`src/rtl/wb_stage_pkg.sv`:
```
// Shared types and constants for the writeback stage: load funct3 codes,
// FSM states and the record of a load waiting for its memory response.
package wb_stage_pkg;

   localparam int XLEN = 64;
   localparam logic [4:0] REG_X0 = 5'd0;

   typedef enum logic [2:0] {
      LD_LB  = 3'b000,
      LD_LH  = 3'b001,
      LD_LW  = 3'b010,
      LD_LD  = 3'b011,
      LD_LBU = 3'b100,
      LD_LHU = 3'b101,
      LD_LWU = 3'b110
   } ld_funct3_e;

   typedef enum logic {
      WB_IDLE    = 1'b0,
      WB_WAIT_LD = 1'b1
   } wb_state_e;

   typedef struct packed {
      logic [XLEN-1:0] pc;
      logic            rd_wen;
      logic [4:0]      rd_idx;
      logic [2:0]      funct3;
      logic [2:0]      off;
   } pend_ld_t;

endpackage

```
`src/rtl/wb_stage_load_ext.sv`:
```
// Combinational load data extraction: picks the byte/half/word lane from an
// aligned doubleword and sign- or zero-extends it. Reused by the misaligned-load path.
module wb_load_ext
   import wb_stage_pkg::*;
(
   input  logic [2:0]      funct3_i,
   input  logic [2:0]      off_i,
   input  logic [XLEN-1:0] rdata_i,
   output logic [XLEN-1:0] result_o
);

   logic [7:0]  byte_v;
   logic [15:0] half_v;
   logic [31:0] word_v;
   logic [5:0]  byte_lsb;
   logic [5:0]  half_lsb;
   logic [5:0]  word_lsb;

   // Offset bits finer than the access size are dropped, so misaligned
   // addresses silently select the containing naturally-aligned lane.
   always_comb begin
      byte_lsb = {off_i, 3'b000};
      half_lsb = {off_i[2:1], 4'b0000};
      word_lsb = {off_i[2], 5'b00000};
      byte_v   = rdata_i[byte_lsb +: 8];
      half_v   = rdata_i[half_lsb +: 16];
      word_v   = rdata_i[word_lsb +: 32];
   end

   always_comb begin
      result_o = rdata_i;
      case (funct3_i)
         LD_LB:   result_o = {{(XLEN-8){byte_v[7]}}, byte_v};
         LD_LH:   result_o = {{(XLEN-16){half_v[15]}}, half_v};
         LD_LW:   result_o = {{(XLEN-32){word_v[31]}}, word_v};
         LD_LBU:  result_o = {{(XLEN-8){1'b0}}, byte_v};
         LD_LHU:  result_o = {{(XLEN-16){1'b0}}, half_v};
         LD_LWU:  result_o = {{(XLEN-32){1'b0}}, word_v};
         default: result_o = rdata_i;
      endcase
   end

endmodule

```
`src/rtl/wb_stage.sv`:
```
// Writeback stage: registers MEM results, waits for load data, drives the
// regfile write port, emits commit pulses and counts retired instructions.
module wb_stage
   import wb_stage_pkg::*;
#(
   parameter int INSTRET_W = 64
) (
   input  logic                 clk,
   input  logic                 rst,
   input  logic                 mem_valid_i,
   output logic                 wb_ready_o,
   input  logic [XLEN-1:0]      mem_pc_i,
   input  logic                 mem_rd_wen_i,
   input  logic [4:0]           mem_rd_idx_i,
   input  logic [XLEN-1:0]      mem_alu_res_i,
   input  logic                 mem_is_load_i,
   input  logic [2:0]           mem_ld_funct3_i,
   input  logic                 dmem_rvalid_i,
   input  logic [XLEN-1:0]      dmem_rdata_i,
   output logic                 rd_wen_o,
   output logic [4:0]           rd_idx_o,
   output logic [XLEN-1:0]      rd_wdata_o,
   output logic                 commit_valid_o,
   output logic [XLEN-1:0]      commit_pc_o,
   output logic [INSTRET_W-1:0] instret_o
);

   wb_state_e             state_q, state_d;
   pend_ld_t              pend_q, pend_d;
   logic                  rd_wen_q, rd_wen_d;
   logic [4:0]            rd_idx_q, rd_idx_d;
   logic [XLEN-1:0]       rd_wdata_q, rd_wdata_d;
   logic                  commit_valid_q, commit_valid_d;
   logic [XLEN-1:0]       commit_pc_q, commit_pc_d;
   logic [INSTRET_W-1:0]  instret_q, instret_d;
   logic [XLEN-1:0]       ld_data;

   wb_load_ext u_load_ext (
      .funct3_i (pend_q.funct3),
      .off_i    (pend_q.off),
      .rdata_i  (dmem_rdata_i),
      .result_o (ld_data)
   );

   // Index, data and PC hold between retires; strobes default low.
   always_comb begin
      state_d        = state_q;
      pend_d         = pend_q;
      rd_wen_d       = 1'b0;
      rd_idx_d       = rd_idx_q;
      rd_wdata_d     = rd_wdata_q;
      commit_valid_d = 1'b0;
      commit_pc_d    = commit_pc_q;
      instret_d      = instret_q;

      case (state_q)
         WB_IDLE: begin
            if (mem_valid_i) begin
               if (mem_is_load_i) begin
                  pend_d.pc     = mem_pc_i;
                  pend_d.rd_wen = mem_rd_wen_i;
                  pend_d.rd_idx = mem_rd_idx_i;
                  pend_d.funct3 = mem_ld_funct3_i;
                  pend_d.off    = mem_alu_res_i[2:0];
                  state_d       = WB_WAIT_LD;
               end else begin
                  commit_valid_d = 1'b1;
                  commit_pc_d    = mem_pc_i;
                  rd_wen_d       = mem_rd_wen_i && (mem_rd_idx_i != REG_X0);
                  rd_idx_d       = mem_rd_idx_i;
                  rd_wdata_d     = mem_alu_res_i;
               end
            end
         end
         WB_WAIT_LD: begin
            if (dmem_rvalid_i) begin
               commit_valid_d = 1'b1;
               commit_pc_d    = pend_q.pc;
               rd_wen_d       = pend_q.rd_wen && (pend_q.rd_idx != REG_X0);
               rd_idx_d       = pend_q.rd_idx;
               rd_wdata_d     = ld_data;
               state_d        = WB_IDLE;
            end
         end
         default: state_d = WB_IDLE;
      endcase

      if (commit_valid_d) begin
         instret_d = instret_q + INSTRET_W'(1);
      end
   end

   always_ff @(posedge clk) begin
      if (rst) begin
         state_q        <= WB_IDLE;
         pend_q         <= '0;
         rd_wen_q       <= 1'b0;
         rd_idx_q       <= '0;
         rd_wdata_q     <= '0;
         commit_valid_q <= 1'b0;
         commit_pc_q    <= '0;
         instret_q      <= '0;
      end else begin
         state_q        <= state_d;
         pend_q         <= pend_d;
         rd_wen_q       <= rd_wen_d;
         rd_idx_q       <= rd_idx_d;
         rd_wdata_q     <= rd_wdata_d;
         commit_valid_q <= commit_valid_d;
         commit_pc_q    <= commit_pc_d;
         instret_q      <= instret_d;
      end
   end

   assign wb_ready_o     = (state_q == WB_IDLE);
   assign rd_wen_o       = rd_wen_q;
   assign rd_idx_o       = rd_idx_q;
   assign rd_wdata_o     = rd_wdata_q;
   assign commit_valid_o = commit_valid_q;
   assign commit_pc_o    = commit_pc_q;
   assign instret_o      = instret_q;

endmodule

```
`config.mk`:
```
export PLATFORM = sky130hd
export DESIGN_NAME = wb_stage
export DESIGN_NICKNAME = d
export VERILOG_FILES = /design/src/rtl/wb_stage_pkg.sv /design/src/rtl/wb_stage_load_ext.sv /design/src/rtl/wb_stage.sv
export SDC_FILE = /design/constraint.sdc
export NUM_CORES = 1
export LEC_CHECK = 0
export ABC_AREA = 1
export CORE_MARGIN = 2
export CORE_UTILIZATION = 31
export DETAILED_ROUTE_END_ITERATION = 10
export PLACE_DENSITY = 0.59
export SLEW_MARGIN = 25
export SYNTH_ARGS = -nofsm -noshare
export SYNTH_HDL_FRONTEND = slang
export SYNTH_SLANG_ARGS = --single-unit
```
`constraint.sdc`:
```
create_clock -name clk -period 1.45 [get_ports clk]
set_input_delay 0.145 -clock clk [delete_from_list [all_inputs] [get_ports clk]]
set_output_delay 0.145 -clock clk [all_outputs]
set_load 0.1 [all_outputs]
```
==> run metrics, run 1 <==
status finished, violations left; failing checks negative setup slack; Layout Nets 3117; Reg2Reg Launch Point pend_q[1]$_SDFFE_PP0P_; global-route wire length before repair 99000 um; top cell type by total area after synthesis dfxtp_1; area grow syn2layout 95.3%; Final WS setup -205 ps; hold slack 200 ps; Layout Cells excl Fill 3539; Vias per Instance about 5.2; Slew Limit Headroom 73.6%; WS Path Type flop to flop; Multi-input gate area 0.00905 mm2; Clock Sinks around 280; asr flop ratio synth 0%; routability cong. 0.969; Post-Syn Instances approximately 2.2k; CP endpoint rd_wdata_o[44]$_SDFFE_PP0P_; Max Freq 604 MHz; vias in the first global route 17.3k; Syn Area/Cell approximately 6.4 um2; main area contributors after synthesis dfxtp_1 39%, nand2_1 13%, nor2_1 10%; Final Cell Area 0.0278 mm2; initial antenna violation count 4; Max stage delay on crit path 370 ps; dominant synthesized flop cell dfxtp_1; delay-heaviest family, CP buffers and inverters; clock buffer depth 3; Critical Path RT approximately 1900 ps; drt total wl about 70000 um; GR Overflow Total 0; pin count of the biggest net entering global routing 73; net count of the mapped netlist roughly 2.4k; CTS H-tree depth 2; Reg-to-Reg End rd_wdata_o[44]$_SDFFE_PP0P_; Place WS -626 ps; Reg2Reg Depth 11; top-count cell post-synth nand2_1; core area about 0.045 mm2; CP Launch Type flop; GRT Resource Usage Total 26.5%; CP endpoint kind flop; Yosys cell types 40; CP Cell Sequence buf_12, nand2_4, nand2_2, nand2_1, nand2_2, a22oi_2, buf_6, buf_12, nand3_1, nand2_1, a21oi_1; CTS root buf clkbuf_16; IO buf count 405; RSZ-0062 raised after global routing yes; final period utilization 114%; slowest library cell on the worst path dfxtp_4; placed cells 3366; Max Cap Viol 0; Stages on worst setup path 11; final slew viol count 0; final hold vios 0; clock slew at reported path FFs about 70 ps; Seq cells post-synth 276; share of the synthesized area in the top cell type 38.8%; skew final 14.7 ps; cell area power density between 900 and 1000 mW/mm2; Seq/Total Area, Yosys 38.8%; Hold Crit Class input pin to flop; Reg area 0.00576 mm2; Synth Cell Area 0.0142 mm2; IR Drop Worst-Case VDD 756 uV; Clk Latency, worst-skew pair roughly 550 ps; initial DRC count 1572; arrival time worst endpoint 2070 ps; IO Count 406; EDFF count, synth 0; Routed Antenna Nets 0; crit path from pend_q[1]$_SDFFE_PP0P_; Fillers around 3.8k; final core utilization 61.3%; measured slew at the worst slew-check pin approximately 400 ps; YS warnings 0; Static Leak approximately 12 nW; total CTS buffers 34; DR pass1 iterations 6; FP Rows 78; largest fanout on the critical path 8; initial core utilization 31.4%; die area 0.0477 mm2; drt wl/cell around 20 um; final setup vio count approximately 160; HPWL after DPL around 46000 um; top cells by count, synth 478 x nand2_1, 397 x nor2_1, 276 x dfxtp_1, 264 x o21ai_0, 165 x inv_1; die height 218 um; final worst path period need 1660 ps; Buf/Inv on CP 3; TritonCTS clock tree built; chip width 218 um; Residual DRC 0; flop2flop setup slack -210 ps; Placed Instance Area 0.0234 mm2; layout cells sized above 1 between 30% and 40%; total number of vias 18.3k
## power by group
group	switching, mW	internal [mW]
combinational	4.83	3.36
clock	3.64	5.24
sequential	0.478	7.95
## worst min-delay path: stages
cell and delay, ps:
clkdlybuf4s50_1 410, nand2_1 70, a31oi_1 70
## per-layer routing
metal | vias up | track usage, % | routed length, um
li1 | 8702 | - | -
met2 | 777 | 42.1 | 32200
met5 | - | 0 | 26
met3 | 157 | 5.78 | 5400
met4 | 4 | 9.16 | 2520
met1 | 8694 | 35.5 | 29900
## layout make-up
type,instances,share of cell area [%]
antenna,4,0.0360
clock inverter,9,0.517
timing repair buffer,802,37.4
inverter,170,2.44
sequential,276,20.7
tap,600,2.70
multi-input combinational,1626,32.5
clock buffer,52,3.63
## logic make-up (layout without fill, tap and decap cells)
kind of cell | after synthesis | in the layout | synth area share [%]
and+or+nand+nor | 1073 | 1074 | 31.0
AOI/OAI and AO/OA | 531 | 531 | 19.8
buffers and inverters | 316 | 1033 | 9.09
DFF | 276 | 276 | 38.8
xor gates and xnor gates | 20 | 20 | 1.23
adders and majority gates | 1 | 1 | 0.0879
other | 0 | 4 | 0
## flip-flops by register name, summed over array words and instances, names as in the netlist
| register | flops |
|---|---|
| commit_pc_o | 64 |
| commit_valid_o | 1 |
| instret_o | 64 |
| pend_q | 76 |
| rd_idx_o | 5 |
| rd_wdata_o | 64 |
| rd_wen_o | 1 |
| state_q | 1 |
## how the worst min path moves through the flow
stage / from / end / slack [ps] / cells after the start
global placement: pend_q[33]$_SDFFE_PP0P_ / commit_pc_o[21]$_SDFFE_PP0P_ / 450 / 2
detailed placement: pend_q[36]$_SDFFE_PP0P_ / commit_pc_o[24]$_SDFFE_PP0P_ / 460 / 2
finish: mem_pc_i[28] / commit_pc_o[28]$_SDFFE_PP0P_ / 200 / 3
floorplan: mem_rd_idx_i[1] / pend_q[7]$_SDFFE_PP0P_ / 280 / 2
CTS: mem_pc_i[18] / commit_pc_o[18]$_SDFFE_PP0P_ / 160 / 3
global route: mem_pc_i[17] / pend_q[29]$_SDFFE_PP0P_ / 200 / 3
## metrics by stage
step                      total power [mW]  TNS, ps
final                                 25.5   -16560
after global routing                  26.4   -27260
after CTS                             25.0   -11980
after detailed placement              15.5  -101830
after global placement                15.5   -96490
after floorplan                       12.3    -3890
## cells in the final DEF, fill, tap and decap left out, drive strengths merged, types with 3 or more instances in the layout
cell             n
nand3          109
a211oi           4
nand4           26
dfxtp          276
o22ai            3
o21ai          269
diode            4
buf            576
clkinv           5
o21a             4
clkdlybuf4s50  204
nand3b          21
a21oi          163
nor2           407
xnor2            7
nor3            23
a22oi            3
nand2          481
a31oi           71
xor2            13
clkbuf          71
inv            171
o211ai          11
## repair_timing
item,in CTS,in global routing
gates cloned,14,23
buffers inserted,37,44
gates resized for setup,217,362
endpoints found under the hold margin,1,0
pin swaps,48,133
hold buffers,1,0
endpoints found under the setup margin,219,271
(Power assumes the default switching activity.)
==> run 2: changes to the inputs <==
--- a/config.mk
+++ b/config.mk
@@ -9,7 +9,7 @@
 export CORE_MARGIN = 2
 export CORE_UTILIZATION = 31
 export DETAILED_ROUTE_END_ITERATION = 10
-export PLACE_DENSITY = 0.59
+export PLACE_DENSITY = 0.57
 export SLEW_MARGIN = 25
 export SYNTH_ARGS = -nofsm -noshare
 export SYNTH_HDL_FRONTEND = slang
==> constraint.sdc (replaced) <==
create_clock -name clk -period 1.6 [get_ports clk]
set_input_delay 0.16 -clock clk [delete_from_list [all_inputs] [get_ports clk]]
set_output_delay 0.16 -clock clk [all_outputs]
set_load 0.1 [all_outputs]
==> run 2 against run 1 <==
  * The flow still finishes with violations (negative setup slack)
  * Fmax hardly changed
  * Global-route usage fell by 1.0 points
  * Worst setup slack better by 150 ps
  * Clock-buffer cell count down 3
  * Die area stayed put
  * Clock power is 15% lower
  * Via count down 5.3%
  * Final cell count fell by 4.5%
  * Hold slack got worse by 35 ps
  * Clock skew rose by 4.1 ps
  * Power fell by 14%
  * Critical path depth is the same
  * Highest routed layer unchanged
==> run metrics, run 2 (synthesis gave the netlist of run 1 again) <==
CP Cell Sequence buf_6, nand2_4, nand2_2, nand2_2, nand2_2, a22oi_2, buf_6, buf_12, nand3_4, nand2_2, a21oi_2; Pint 14.3 mW; slowest library cell on the worst path dfxtp_4; CTS Hold Bufs 0; final core utilization 55.9%; final worst path period need 1660 ps; TritonCTS clock tree built; Max Cap Viol 0; Comb pwr share 31.3%; Residual DRC 0; Routed Antenna Nets 0; total number of vias 17.4k; Fin Setup TNS -553 ps; sw power 7.76 mW; final hold vios 0; hold slack 165 ps; final slew viol count 0; Final Cell Area around 0.025 mm2; Vias per Instance 5.14; CTS H-tree depth 2; initial antenna violation count 5; initial DRC count 1201; delay-heaviest family, CP buffers and inverters; cell area power density 867 mW/mm2; drt wl/cell 19.3 um; Overall Power 22.0 mW; GR Overflow Total 0; IO buf count 405; Slew Limit Headroom between 60 and 70%; Max stage delay on crit path 370 ps; crit path from pend_q[1]$_SDFFE_PP0P_; layout cells sized above 1 29.2%; Layout Nets around 3k; RSZ-0062 raised after global routing yes; Reg2Reg Launch Point pend_q[1]$_SDFFE_PP0P_; hold_sp rst; clock slew at reported path FFs 60 ps; Layout Cells excl Fill roughly 3.4k; placed cells 3273; measured slew at the worst slew-check pin 534 ps; clock buffer depth 3; commonest non-fill, non-tap cell in the layout nand2_1; Fillers 4157; failing checks negative setup slack; Buf/Inv on CP 3; Place WS -503 ps; status finished, violations left; die height 218 um; CP endpoint kind flop; CTS root buf clkbuf_16; routability cong. 0.947; total CTS buffers 34; pin count of the biggest net entering global routing 88; die area roughly 0.048 mm2; Placed Instance Area ~0.023 mm2; WS Path Type flop to flop; Hold Crit Class input pin to flop; max reg flops 76; arrival time worst endpoint 2060 ps; IR Drop Worst-Case VDD 748 uV; area grow syn2layout 78.3%; Critical Path RT 2010 ps; DR pass1 iterations 5; Clock Power Share between 30% and 40%; Static Leak 10.5 nW; GRT Resource Usage Total 25.5%; largest fanout on the critical path 8; Final WS setup -56.2 ps; Max Freq 604 MHz; final setup vio count 25; initial core utilization 31.4%; share of total power in sequential cells 34.6%; chip width approximately 220 um; commonest non-fill, non-tap cells in the layout 412 x nand2_1, 342 x nor2_1, 250 x o21ai_0, 222 x buf_12, 208 x dfxtp_1; skew final 18.8 ps; drt total wl 65100 um; CP Launch Type flop; Largest Register pend_q; IO Count 406; HPWL after DPL between 40000 and 50000 um; Clock Sinks 276; Clk Latency, worst-skew pair 550 ps; FP Rows 78; crit-path most repeated cell nand2_2; vias in the first global route ~16k; core area roughly 0.045 mm2; switch share 35.3%; final period utilization 104%; global-route wire length before repair roughly 95000 um
run 2: changes by cell type in the layout (fill, tap and decap cells not counted), sizes merged:
cell	change
clkinvlp	-1
diode	-2
clkbuf	-14
nand2	-1
buf	-143
inv	+1
dlygate4sd3	-1
clkinv	+3
bufinv	-2
bufbuf	+1
run 2: timing repair:
item | in CTS | in global routing
gates cloned | 7 | 9
resized for setup | 80 | 244
pin swaps | 16 | 76
setup endpoints to repair | 175 | 221
buffers inserted | 7 | 25
run 2: path summary, 6_finish.rpt:
check	end	slack, ps	depth (start not counted)
worst max-delay path	rd_wdata_o[49]$_SDFFE_PP0P_	-60	11
worst min-delay path	instret_o[30]$_SDFFE_PP0P_	170	3
worst max register to register	rd_wdata_o[49]$_SDFFE_PP0P_	-60	11
worst min register to register	commit_pc_o[26]$_SDFFE_PP0P_	460	2
run 2: layout make-up:
class / count / area (um2) / area share, %
clock buffers: 49 / 1000 / 3.94
flip-flops and latches: 276 / 5750 / 22.6
diodes: 2 / 5.00 / 0.0197
well taps: 600 / 751 / 2.96
clock inverters: 10 / 63.8 / 0.251
inverters: 170 / 658 / 2.59
multi-input cells: 1625 / 8540 / 33.6
repair buffers: 648 / 8620 / 34.0
run 2: per-layer routing:
layer | GRT usage (%) | wire length, um
met5 | 0 | 44
met4 | 9.71 | 2340
met3 | 6.26 | 4840
met2 | 40.7 | 29900
met1 | 33.2 | 28000
run 2: power groups by stage:
stage	sequential, mW	combinational [mW]	clock [mW]
after floorplan	9.61	1.59	0
after global placement	7.74	6.23	0
after detailed placement	7.74	6.27	0
after CTS	7.60	6.52	7.68
after global routing	7.65	7.22	7.94
final	7.61	6.89	7.52
run 2: worst min-delay path, stage by stage:
cell and delay [ps]:
buf_2 140, buf_12 230, nor2_1 120
